File: src/rtl/dualport_pkg.sv
`default_nettype none
// ============================================================================
// Module      : dualport_pkg
// Description : Shared defaults and types for the dualport memory slice.
//               DATA_W / ADDR_W are the default word and address widths,
//               DEPTH is the matching word count (2**ADDR_W).
//               The optional build macro DUALPORT_BYPASS_EN (used in dualport)
//               turns on write-to-read forwarding on same-address collisions.
// Revision    : 1.0 - initial release
// ============================================================================
package dualport_pkg;

    localparam int DATA_W = 8;
    localparam int ADDR_W = 4;
    localparam int DEPTH  = 2 ** ADDR_W;

    typedef logic [DATA_W-1:0] data_t;
    typedef logic [ADDR_W-1:0] addr_t;

endpackage : dualport_pkg
`default_nettype wire

File: src/rtl/dualport_regfile.sv
`default_nettype none
// ============================================================================
// Module      : dualport_regfile
// Description : 2**ADDR_W x DATA_W storage array with one synchronous write
//               port and one combinational read port.
//   clk   - clock, rising edge
//   rst   - synchronous active-high reset, clears every word
//   we    - write enable
//   wa    - write address
//   Din   - write data
//   ra    - read address
//   rdata - combinational contents of word ra (pre-write value this cycle)
// Revision    : 1.0 - initial release
// ============================================================================
module dualport_regfile #(
    parameter int DATA_W = dualport_pkg::DATA_W,
    parameter int ADDR_W = dualport_pkg::ADDR_W
) (
    input  logic              clk,
    input  logic              rst,
    input  logic              we,
    input  logic [ADDR_W-1:0] wa,
    input  logic [DATA_W-1:0] Din,
    input  logic [ADDR_W-1:0] ra,
    output logic [DATA_W-1:0] rdata
);
    import dualport_pkg::*;

    localparam int c_depth = 2 ** ADDR_W;

    logic [DATA_W-1:0] r_mem [c_depth];

    // Reset wins over a write presented in the same cycle.
    always_ff @(posedge clk) begin
        if (rst) begin
            for (int i = 0; i < c_depth; i++) begin
                r_mem[i] <= '0;
            end
        end else if (we) begin
            r_mem[wa] <= Din;
        end
    end

    // Reads the array before this edge's write lands, which gives the
    // read-before-write behaviour on a same-address collision.
    assign rdata = r_mem[ra];

endmodule : dualport_regfile
`default_nettype wire

File: src/rtl/dualport.sv
`default_nettype none
// ============================================================================
// Module      : dualport
// Description : Simple dual-port memory, one write port and one read port,
//               one-clock registered read latency.
//   clk  - clock, rising edge
//   Din  - write data
//   Dout - registered read data, holds while re=0
//   re   - read enable
//   we   - write enable
//   wa   - write address
//   ra   - read address
//   rst  - synchronous active-high reset (clears Dout and memory)
//   Build macro DUALPORT_BYPASS_EN: when defined, a same-cycle read and
//   write to the same address returns the new write data (write-first);
//   otherwise the old contents are returned (read-before-write).
// Revision    : 1.0 - initial release
// ============================================================================
module dualport #(
    parameter int DATA_W = dualport_pkg::DATA_W,
    parameter int ADDR_W = dualport_pkg::ADDR_W
) (
    input  logic              clk,
    input  logic [DATA_W-1:0] Din,
    output logic [DATA_W-1:0] Dout,
    input  logic              re,
    input  logic              we,
    input  logic [ADDR_W-1:0] wa,
    input  logic [ADDR_W-1:0] ra,
    input  logic              rst
);
    import dualport_pkg::*;

    logic [DATA_W-1:0] w_rdata;
    logic [DATA_W-1:0] w_rd_value;
    logic [DATA_W-1:0] r_dout;

    dualport_regfile #(
        .DATA_W (DATA_W),
        .ADDR_W (ADDR_W)
    ) u_regfile (
        .clk   (clk),
        .rst   (rst),
        .we    (we),
        .wa    (wa),
        .Din   (Din),
        .ra    (ra),
        .rdata (w_rdata)
    );

`ifdef DUALPORT_BYPASS_EN
    // Forward the incoming write data when it targets the word being read.
    assign w_rd_value = (we && (ra == wa)) ? Din : w_rdata;
`else
    assign w_rd_value = w_rdata;
`endif

    always_ff @(posedge clk) begin
        if (rst) begin
            r_dout <= '0;
        end else if (re) begin
            r_dout <= w_rd_value;
        end
    end

    assign Dout = r_dout;

endmodule : dualport
`default_nettype wire

File: config.mk
export PLATFORM = sky130hd
export DESIGN_NAME = dualport
export DESIGN_NICKNAME = d
export VERILOG_FILES = /design/src/rtl/dualport_pkg.sv /design/src/rtl/dualport_regfile.sv /design/src/rtl/dualport.sv
export SDC_FILE = /design/constraint.sdc
export NUM_CORES = 1
export LEC_CHECK = 0
export BUFFER_PORTS_ARGS = -buffer_cell sky130_fd_sc_hd__buf_2
export CORE_UTILIZATION = 60
export DETAILED_ROUTE_END_ITERATION = 8
export MAX_ROUTING_LAYER = met4
export PLACE_DENSITY = 0.78
export SYNTH_ARGS = -nofsm -noshare
export SYNTH_HDL_FRONTEND = slang
export SYNTH_HIERARCHICAL = 1
export SYNTH_SLANG_ARGS = --single-unit
File: constraint.sdc
create_clock -name clk -period 2.55 [get_ports clk]
set_clock_uncertainty 0.05 [all_clocks]
set_input_delay 0.1275 -clock clk [delete_from_list [all_inputs] [get_ports clk]]
set_output_delay 0.1275 -clock clk [all_outputs]
set_load 0.005 [all_outputs]
# Word-level counts from Yosys, hierarchy flattened
# Memory sizes are Yosys's and may differ from the RTL's. A register that Yosys moved wholly into a read port is not among the register bits.
# Index checks and enable logic that the tools add are counted.
[classes]
muxes = 8
n_reduce_logical = 1
[ops]
columns = ["cell", "n"]
rows = [
  ["$mux 8", 1],
  ["$reduce_or 8->1", 1],
  ["$mux 1", 6],
  ["$mux 4", 1],
]
[word_totals]
register_bits = 0
mem_bits_rw = 128
input_bits = 20
output_inout_bits = 8
word_cells = 10
n_memories = 1
[memory_table]
columns = ["name", "depth", "word_bits", "rd", "rd_ports_with_merged_regs", "wr", "line_no", "text"]
rows = [
  ["u_regfile.r_mem", 16, 8, 1, 1, 16, "dualport_regfile.sv:31", "logic [DATA_W-1:0] r_mem [c_depth];"],
]

# Logic depth before layout (Yosys ltp)
# Gate-level depths: netlist of run 1.
[depth]
ltp_word = 5
depth_mapped = 7
depth_no_buf = 5

# By module
# The synthesis of run 1 kept the hierarchy.
[modules_own_cells]
columns = ["mod", "instances", "cells_each", "area_per_inst_um2", "seq_area_each_um2"]
rows = [
  ["dualport_regfile", 1, 375, 5861.9, 3843.7],
  ["dualport", 1, 26, 285.3, 160.2],
]

# Worst setup path after synthesis of run 1
# No wires, ideal clock.
[synth_timing]
path_type = "in2reg"
startpoint = "input port ra[0]"
endpoint = "register r_dout[5], in the netlist Dout[5], read port of u_regfile.r_mem"
setup_ns = 0.124
t_arrival_ns = 1.448
t_required_ns = 2.376
path_slack_ns = 0.928
path_stages = 7
path_buffers = 2
path_cell_list = "buf_2 -> buf_2 -> mux4_2 -> a22oi_1 -> nand2_1 -> mux2i_1 -> nor2_1"
[synth_rtl]
columns = ["item", "line_no", "text"]
rows = [
  ["start, declared", "dualport.sv:29", "input logic [ADDR_W-1:0] ra,"],
  ["end, declared", "dualport.sv:36", "logic [DATA_W-1:0] r_dout;"],
]

==> results of run 1 <==
-- registers in the layout, summed over array words and instances, names as in the netlist --
register	count
Dout	8
u_regfile/r_mem	128
-- stage by stage --
stage	cells	worst slack [ns]	cell area, sq um	power, W	hold WS, ns
finish	584	0.836	7060	0.00540	0.0631
global route	584	0.826	7060	0.00557	0.0544
CTS	584	0.880	7060	0.00543	0.0397
detailed placement	551	0.559	6450	0.00302	0.428
global placement	551	0.596	6450	0.00300	0.419
floorplan	401	0.928	6150	0.00288	0.276
-- what timing repair did --
item / in CTS / in global routing
gates resized for setup: 0 / 0
hold buffers: 1 / 0
hold endpoints to repair: 8 / 0
-- cell families (layout without fill, tap and decap cells) --
kind of cell	Yosys count	count (layout)	share of synthesized area
and+or+nand+nor	187	187	0.183
DFF	136	136	0.651
muxes	40	40	0.130
buffers and inverters	22	72	0.0163
AOI/OAI and AO/OA	16	16	0.0195
-- layout make-up --
class	instances	area, sq um	area share
Clock inverter	9	120	0.0170
Timing Repair Buffer	40	248	0.0351
Multi-Input combinational cell	243	2040	0.289
Clock buffer	23	477	0.0675
Sequential cell	136	4000	0.567
Tap cell	133	166	0.0236
-- synthesized netlist by cell type (all sizes together) --
cell type / instances
nand2: 9
nor2: 21
nand4b: 1
dfxtp: 8
edfxtp: 128
buf: 10
or2: 16
and2: 129
clkbuf: 12
a22oi: 16
mux4: 32
nand4bb: 2
nor2b: 2
nor3: 4
mux2i: 8
or4b: 1
nand2b: 2
-- critical path: stages, from the launching register on --
cell,delay (ns)
edfxtp_1,0.39
mux4_2,0.50
a22oi_1,0.33
nand2_1,0.13
mux2i_1,0.14
nor2_1,0.05
-- path summary, 6_finish.rpt --
path / end / depth (start not counted)
setup / recovery: Dout[7] / 5
hold reg to reg: Dout[2] / 2
setup reg to reg: Dout[7] / 5
hold / removal: u_regfile/r_mem[6][7] / 2
-- per-layer routing --
| metal | wire length [um] | vias up |
|---|---|---|
| met2 | 6080 | 137 |
| met4 | 240 | 0 |
| li1 | - | 1558 |
| met1 | 5600 | 1744 |
| met5 | 0 | - |
| met3 | 832 | 18 |
-- cell usage in the layout, fill, tap and decap left out --
cell type and count:
nor3_1 3, clkbuf_16 16, or4b_4 1, clkinv_2 6, buf_4 11, nor2_2 3
nand4b_1 1, nand2b_1 2, buf_2 27, edfxtp_1 128, or2_2 16, nor3_2 1
buf_12 1, mux2i_1 8, a22oi_1 16, nand4bb_1 2, nor2_1 18, nor2b_1 2
nand2_1 9, clkbuf_1 2, and2_1 129, mux4_2 32, clkbuf_8 5, bufinv_16 3
dfxtp_1 8, dlygate4sd3_1 1
-- power groups by stage --
stage          logic, W  registers [W]  clock network, W
6_report       0.000362        0.00261           0.00243
5_1_grt        0.000392        0.00262           0.00256
4_1_cts        0.000363        0.00261           0.00246
3_5_place_dp   0.000360        0.00266                 0
3_3_place_gp   0.000352        0.00265                 0
2_1_floorplan  0.000239        0.00264                 0
==> metrics, run 1 <==
initial antenna violation count=0; number of flip-flops and latches in the synthesized netlist=136; setup repair after global routing missed its margin=no; Arr. time, crit path=2.07 ns; Slew Limit Fails=0; CTS tree=done; launching point of the worst reg2reg path=u_regfile/r_mem[3][7]; area share of the largest cell type after synthesis=0.625; relative contribution of sequential cells to total power=0.483; average detailed-routed wire length per instance=21.8 um; Area Growth Syn to Fin=14.8%; Final nets=458; PwrDens=766 nW/um^2; routing usage on met1=0.379; slew of the pin with the lowest slew margin=0.722 ns; all-layer global routing usage=0.276; Peak Freq=0.583 GHz; grt met3 use=0.0672; register area share after synthesis=0.651; Core Rows=36; placed wire-length estimate=8270 um; slack of the worst reg-to-reg path=0.84 ns; final weighted congestion of routability-driven global placement=0.773; synthesized instance count=401; GRT overflow=0; number of endpoints with negative hold slack in the final report=0; total of max-cap violations=0; final period utilization=0.672; Mapped Nets=421; count of buffers added by post-CTS timing repair for setup=0; Mapped Area=6150 sq um; Crit. Startpoint=u_regfile/r_mem[3][7]; sort of element at the end of the critical path=register; clock root buffer=clkbuf_8; most heavily used metal layer in global routing=met2; peak ir drop on the vdd network=0.413 mV; kind of launch point of the worst setup path=register; number of nets still failing antenna checks after routing=0; power dissipated by switching net loads=0.00109 W; first-pass GRT wire length=19200 um; leakage=2.59 nW; cell accounting for the most synthesized area=edfxtp_1; critical path fanouts, max=1; clock buffers created by TritonCTS=17; status=completed; overall routed net length=12700 um; Comb pwr share=0.067; tightest slew margin relative to the limit=0.517; Synthesis Warnings=6; Yosys cell types=22; biggest area contributors in the synthesized netlist=edfxtp_1 (63%), and2_1 (13%), mux4_2 (12%); worst hold path startpoint=Din[7]; die width=103 um; total vias in the final route=3457; pin count of the biggest net entering global routing=33; path category of the worst min-delay check=in -> reg; antenna diode instance count=0; internal power component=0.00431 W; effective utilization at floorplan=0.623; number of remaining DRC errors=0; routed vias/inst=5.92; Setup Viol. Count Final=0; Reg clk slew, reported paths=0.06 ns; proportion of total power due to net switching=0.203; Sum Neg Setup Slack=0 ns; Die Footprint=10700 sq um; met2 global-route usage=0.408; Finished Core Util=0.716; clock buffer depth=2; mean instance size in the synthesized netlist=15.3 sq um; kind of critical path=reg -> reg; fraction of final layout cells sized beyond drive strength 1=0.271; Port Buffers=27; data required time of the critical path=2.91 ns; share of power burned in the clock network=0.450; vias in the first global route=3365; core area=9860 sq um; clk sink count=136; die boundary height=103 um; H-tree lvl count=4; minimum clock period after layout=1.71 ns; Pre-Repair DR Iteration Count=4; violation count after the first detailed-routing iteration=223; IO Pins=28; fill cell total of the finished layout=608; Worst-Skew Late Latency=0.52 ns
Power figures use the tool's default switching activity.
==> inputs of run 2 (changes only) <==
--- a/config.mk
+++ b/config.mk
@@ -6,10 +6,10 @@
 export NUM_CORES = 1
 export LEC_CHECK = 0
 export BUFFER_PORTS_ARGS = -buffer_cell sky130_fd_sc_hd__buf_2
-export CORE_UTILIZATION = 60
+export CORE_UTILIZATION = 55
 export DETAILED_ROUTE_END_ITERATION = 8
 export MAX_ROUTING_LAYER = met4
-export PLACE_DENSITY = 0.78
+export PLACE_DENSITY = 0.75
 export SYNTH_ARGS = -nofsm -noshare
 export SYNTH_HDL_FRONTEND = slang
 export SYNTH_HIERARCHICAL = 1
==> constraint.sdc (replaced) <==
create_clock -name clk -period 1.41 [get_ports clk]
set_clock_uncertainty 0.05 [all_clocks]
set_input_delay 0.0705 -clock clk [delete_from_list [all_inputs] [get_ports clk]]
set_output_delay 0.0705 -clock clk [all_outputs]
set_load 0.005 [all_outputs]
==> run 2 against run 1 <==
Setup slack worse by 1.0 ns. The flow now finishes with violations (negative hold slack, negative setup slack). Critical endpoint is now Dout[5]. Die area is 8.9% higher. Register-to-register slack worse by 1.0 ns. Largest power group unchanged. Highest routed layer unchanged.
==> metrics, run 2 (synthesized netlist as in run 1, its figures left out) <==
tightest slew margin relative to the limit=0.543 (+0.0255); setup slack of the critical path after layout=-0.172 ns (-1.01 ns); Reg clk slew, reported paths=0.06 ns (about the same); core area=10900 sq um (+10%); leakage=2.67 nW (+2.9%); Peak Freq=0.632 GHz (+8.3%); sequential cell area=4000 sq um (unchanged); peak ir drop on the vdd network=0.806 mV (+95%); launching point of the worst reg2reg path=u_regfile/r_mem[2][5]; antenna diode instance count=0 (unchanged); Placed Cells=572 (+3.8%); fill cell total of the finished layout=751 (+24%); all-layer global routing usage=0.276 (+0.000306); die boundary height=108 um (+4.4%); total of max-cap violations=0 (unchanged); kind of critical path=reg -> reg; Core Rows=38 (+5.6%); Die Footprint=11600 sq um (+8.9%); final hold slack=-0.0516 ns (-0.115 ns); IO Pins=28 (unchanged); Arr. time, crit path=1.95 ns (-0.12 ns); average detailed-routed wire length per instance=23.0 um (+5.4%); status=finished with violations; Setup Viol. Count Final=8 (+8); effective utilization at floorplan=0.565 (-0.0586); PwrDens=1360 nW/um^2 (+78%); total vias in the final route=3555 (+2.8%); GRT overflow=0 (unchanged); path category of the worst min-delay check=in -> reg; number of remaining DRC errors=0 (unchanged); slack of the worst reg-to-reg path=-0.17 ns (-1.01 ns); kind of launch point of the worst setup path=register; cell depth of the worst hold path=3 (+1); placed wire-length estimate=9330 um (+13%); destination of the worst hold path=Dout[6]; Final nets=472 (+3.1%); setup repair after global routing missed its margin=yes; routed vias/inst=5.88 (-0.73%); minimum clock period after layout=1.58 ns (-0.132 ns); commonest cells after routing, fill and taps aside=and2_1 (129), edfxtp_1 (128), mux4_2 (32); worst hold path startpoint=rst; slew of the pin with the lowest slew margin=0.684 ns (-0.0382 ns); final weighted congestion of routability-driven global placement=0.855 (+11%); vias in the first global route=3559 (+5.8%); sort of element at the end of the critical path=register; violated checks=negative hold slack, negative setup slack; violation count after the first detailed-routing iteration=249 (+12%); Pre-Repair DR Iteration Count=5 (+1); die width=108 um (+4.4%); Top reg by flops=u_regfile/r_mem; first-pass GRT wire length=21300 um (+11%); Finished Layout Cells=605 (+3.6%); overall routed net length=13900 um (+9.2%); clock buffers created by TritonCTS=17 (unchanged); clock root buffer=clkbuf_8; Area Growth Syn to Fin=17.9%; critical path fanouts, max=1 (unchanged); final period utilization=1.12 (+0.450); number of nets still failing antenna checks after routing=0 (unchanged); area used by multi-input combinational logic=2090 sq um (+2.4%); H-tree lvl count=4 (unchanged); hold_buf cts=1 (unchanged); clk sink count=136 (unchanged); number of endpoints with negative hold slack in the final report=8 (+8); flip-flop count of the largest register after layout=128 (unchanged); CTS tree=done; Port Buffers=27 (unchanged); pin count of the biggest net entering global routing=20 (-39%); initial antenna violation count=0 (unchanged); commonest non-fill, non-tap cell in the layout=and2_1; Worst-Skew Late Latency=0.53 ns (about the same); clock buffer depth=2 (unchanged); data required time of the critical path=1.77 ns (-1.14 ns); critical register-to-register path endpoint=Dout[5]; Slew Limit Fails=0 (unchanged); count of buffers added by post-CTS timing repair for setup=0 (unchanged); Worst Reg2Reg Path Length in Cells=5 (unchanged); fraction of final layout cells sized beyond drive strength 1=0.297 (+0.0263); Sum Neg Setup Slack=-1.04 ns (-1.04 ns)
run 2: changes by cell type in the layout (fill, tap and decap cells not counted), moves of 2 or more:
cell      change
a22oi_1       -5
a22oi_2       +5
buf_12        +3
buf_4        +11
clkbuf_1      +2
clkbuf_8      -4
clkinv_1      +4
clkinv_2      -4
nor3_1        -3
nor3_2        +2
run 2: what timing repair did:
action / CTS / global route
endpoints found under the setup margin: 8 / 8
endpoints found under the hold margin: 8 / 8
gates resized for setup: 5 / 0
pin swaps: 7 / 5
run 2: final cells by class:
type	instances	area share
tap	140	0.0242
clock inverter	11	0.0212
multi-input combinational	243	0.289
sequential	136	0.553
clock buffer	21	0.0592
timing repair buffer	54	0.0539
run 2: through the flow:
| stage | total power, W | cell area (sq um) | hold WS [ns] | worst slack, ns | utilization |
|---|---|---|---|---|---|
| 5_1_grt | 0.0101 | 7240 | -0.0534 | -0.221 | 0.665 |
| 6_report | 0.00988 | 7240 | -0.0516 | -0.172 | 0.665 |
| 4_1_cts | 0.00992 | 7240 | -0.0840 | -0.161 | 0.665 |
| 2_1_floorplan | 0.00521 | 6200 | 0.219 | 0.00800 | - |
| 3_3_place_gp | 0.00549 | 6630 | 0.425 | -0.309 | 0.609 |
| 3_5_place_dp | 0.00552 | 6630 | 0.427 | -0.332 | 0.609 |
run 2: worst max-delay path, stage by stage (launching register included):
cell,delay [ns]
edfxtp_1,0.38
mux4_2,0.50
a22oi_2,0.25
nand2_1,0.08
mux2i_1,0.16
nor2_1,0.07
run 2: worst max-delay path by stage:
stage	start	endpoint	slack [ns]
3_5_place_dp	ra[0]	Dout[3]	-0.33
3_3_place_gp	ra[0]	Dout[5]	-0.31
4_1_cts	u_regfile/r_mem[2][3]	Dout[3]	-0.16
6_report	u_regfile/r_mem[2][5]	Dout[5]	-0.17
5_1_grt	u_regfile/r_mem[2][3]	Dout[3]	-0.22
2_1_floorplan	ra[0]	Dout[1]	0.008
run 2: routing by layer:
layer	global-route usage	part of all wire	up-vias
met2	0.408	0.48	176
met3	0.0841	0.082	26
met5	-	0	-
met1	0.373	0.42	1769
met4	0.0812	0.018	0
li1	-	-	1584
run 2: report_power, final:
part           switching, W  internal, W
clock network       0.00158      0.00284
registers         0.0000890      0.00465
logic              0.000400     0.000316
total               0.00207      0.00781
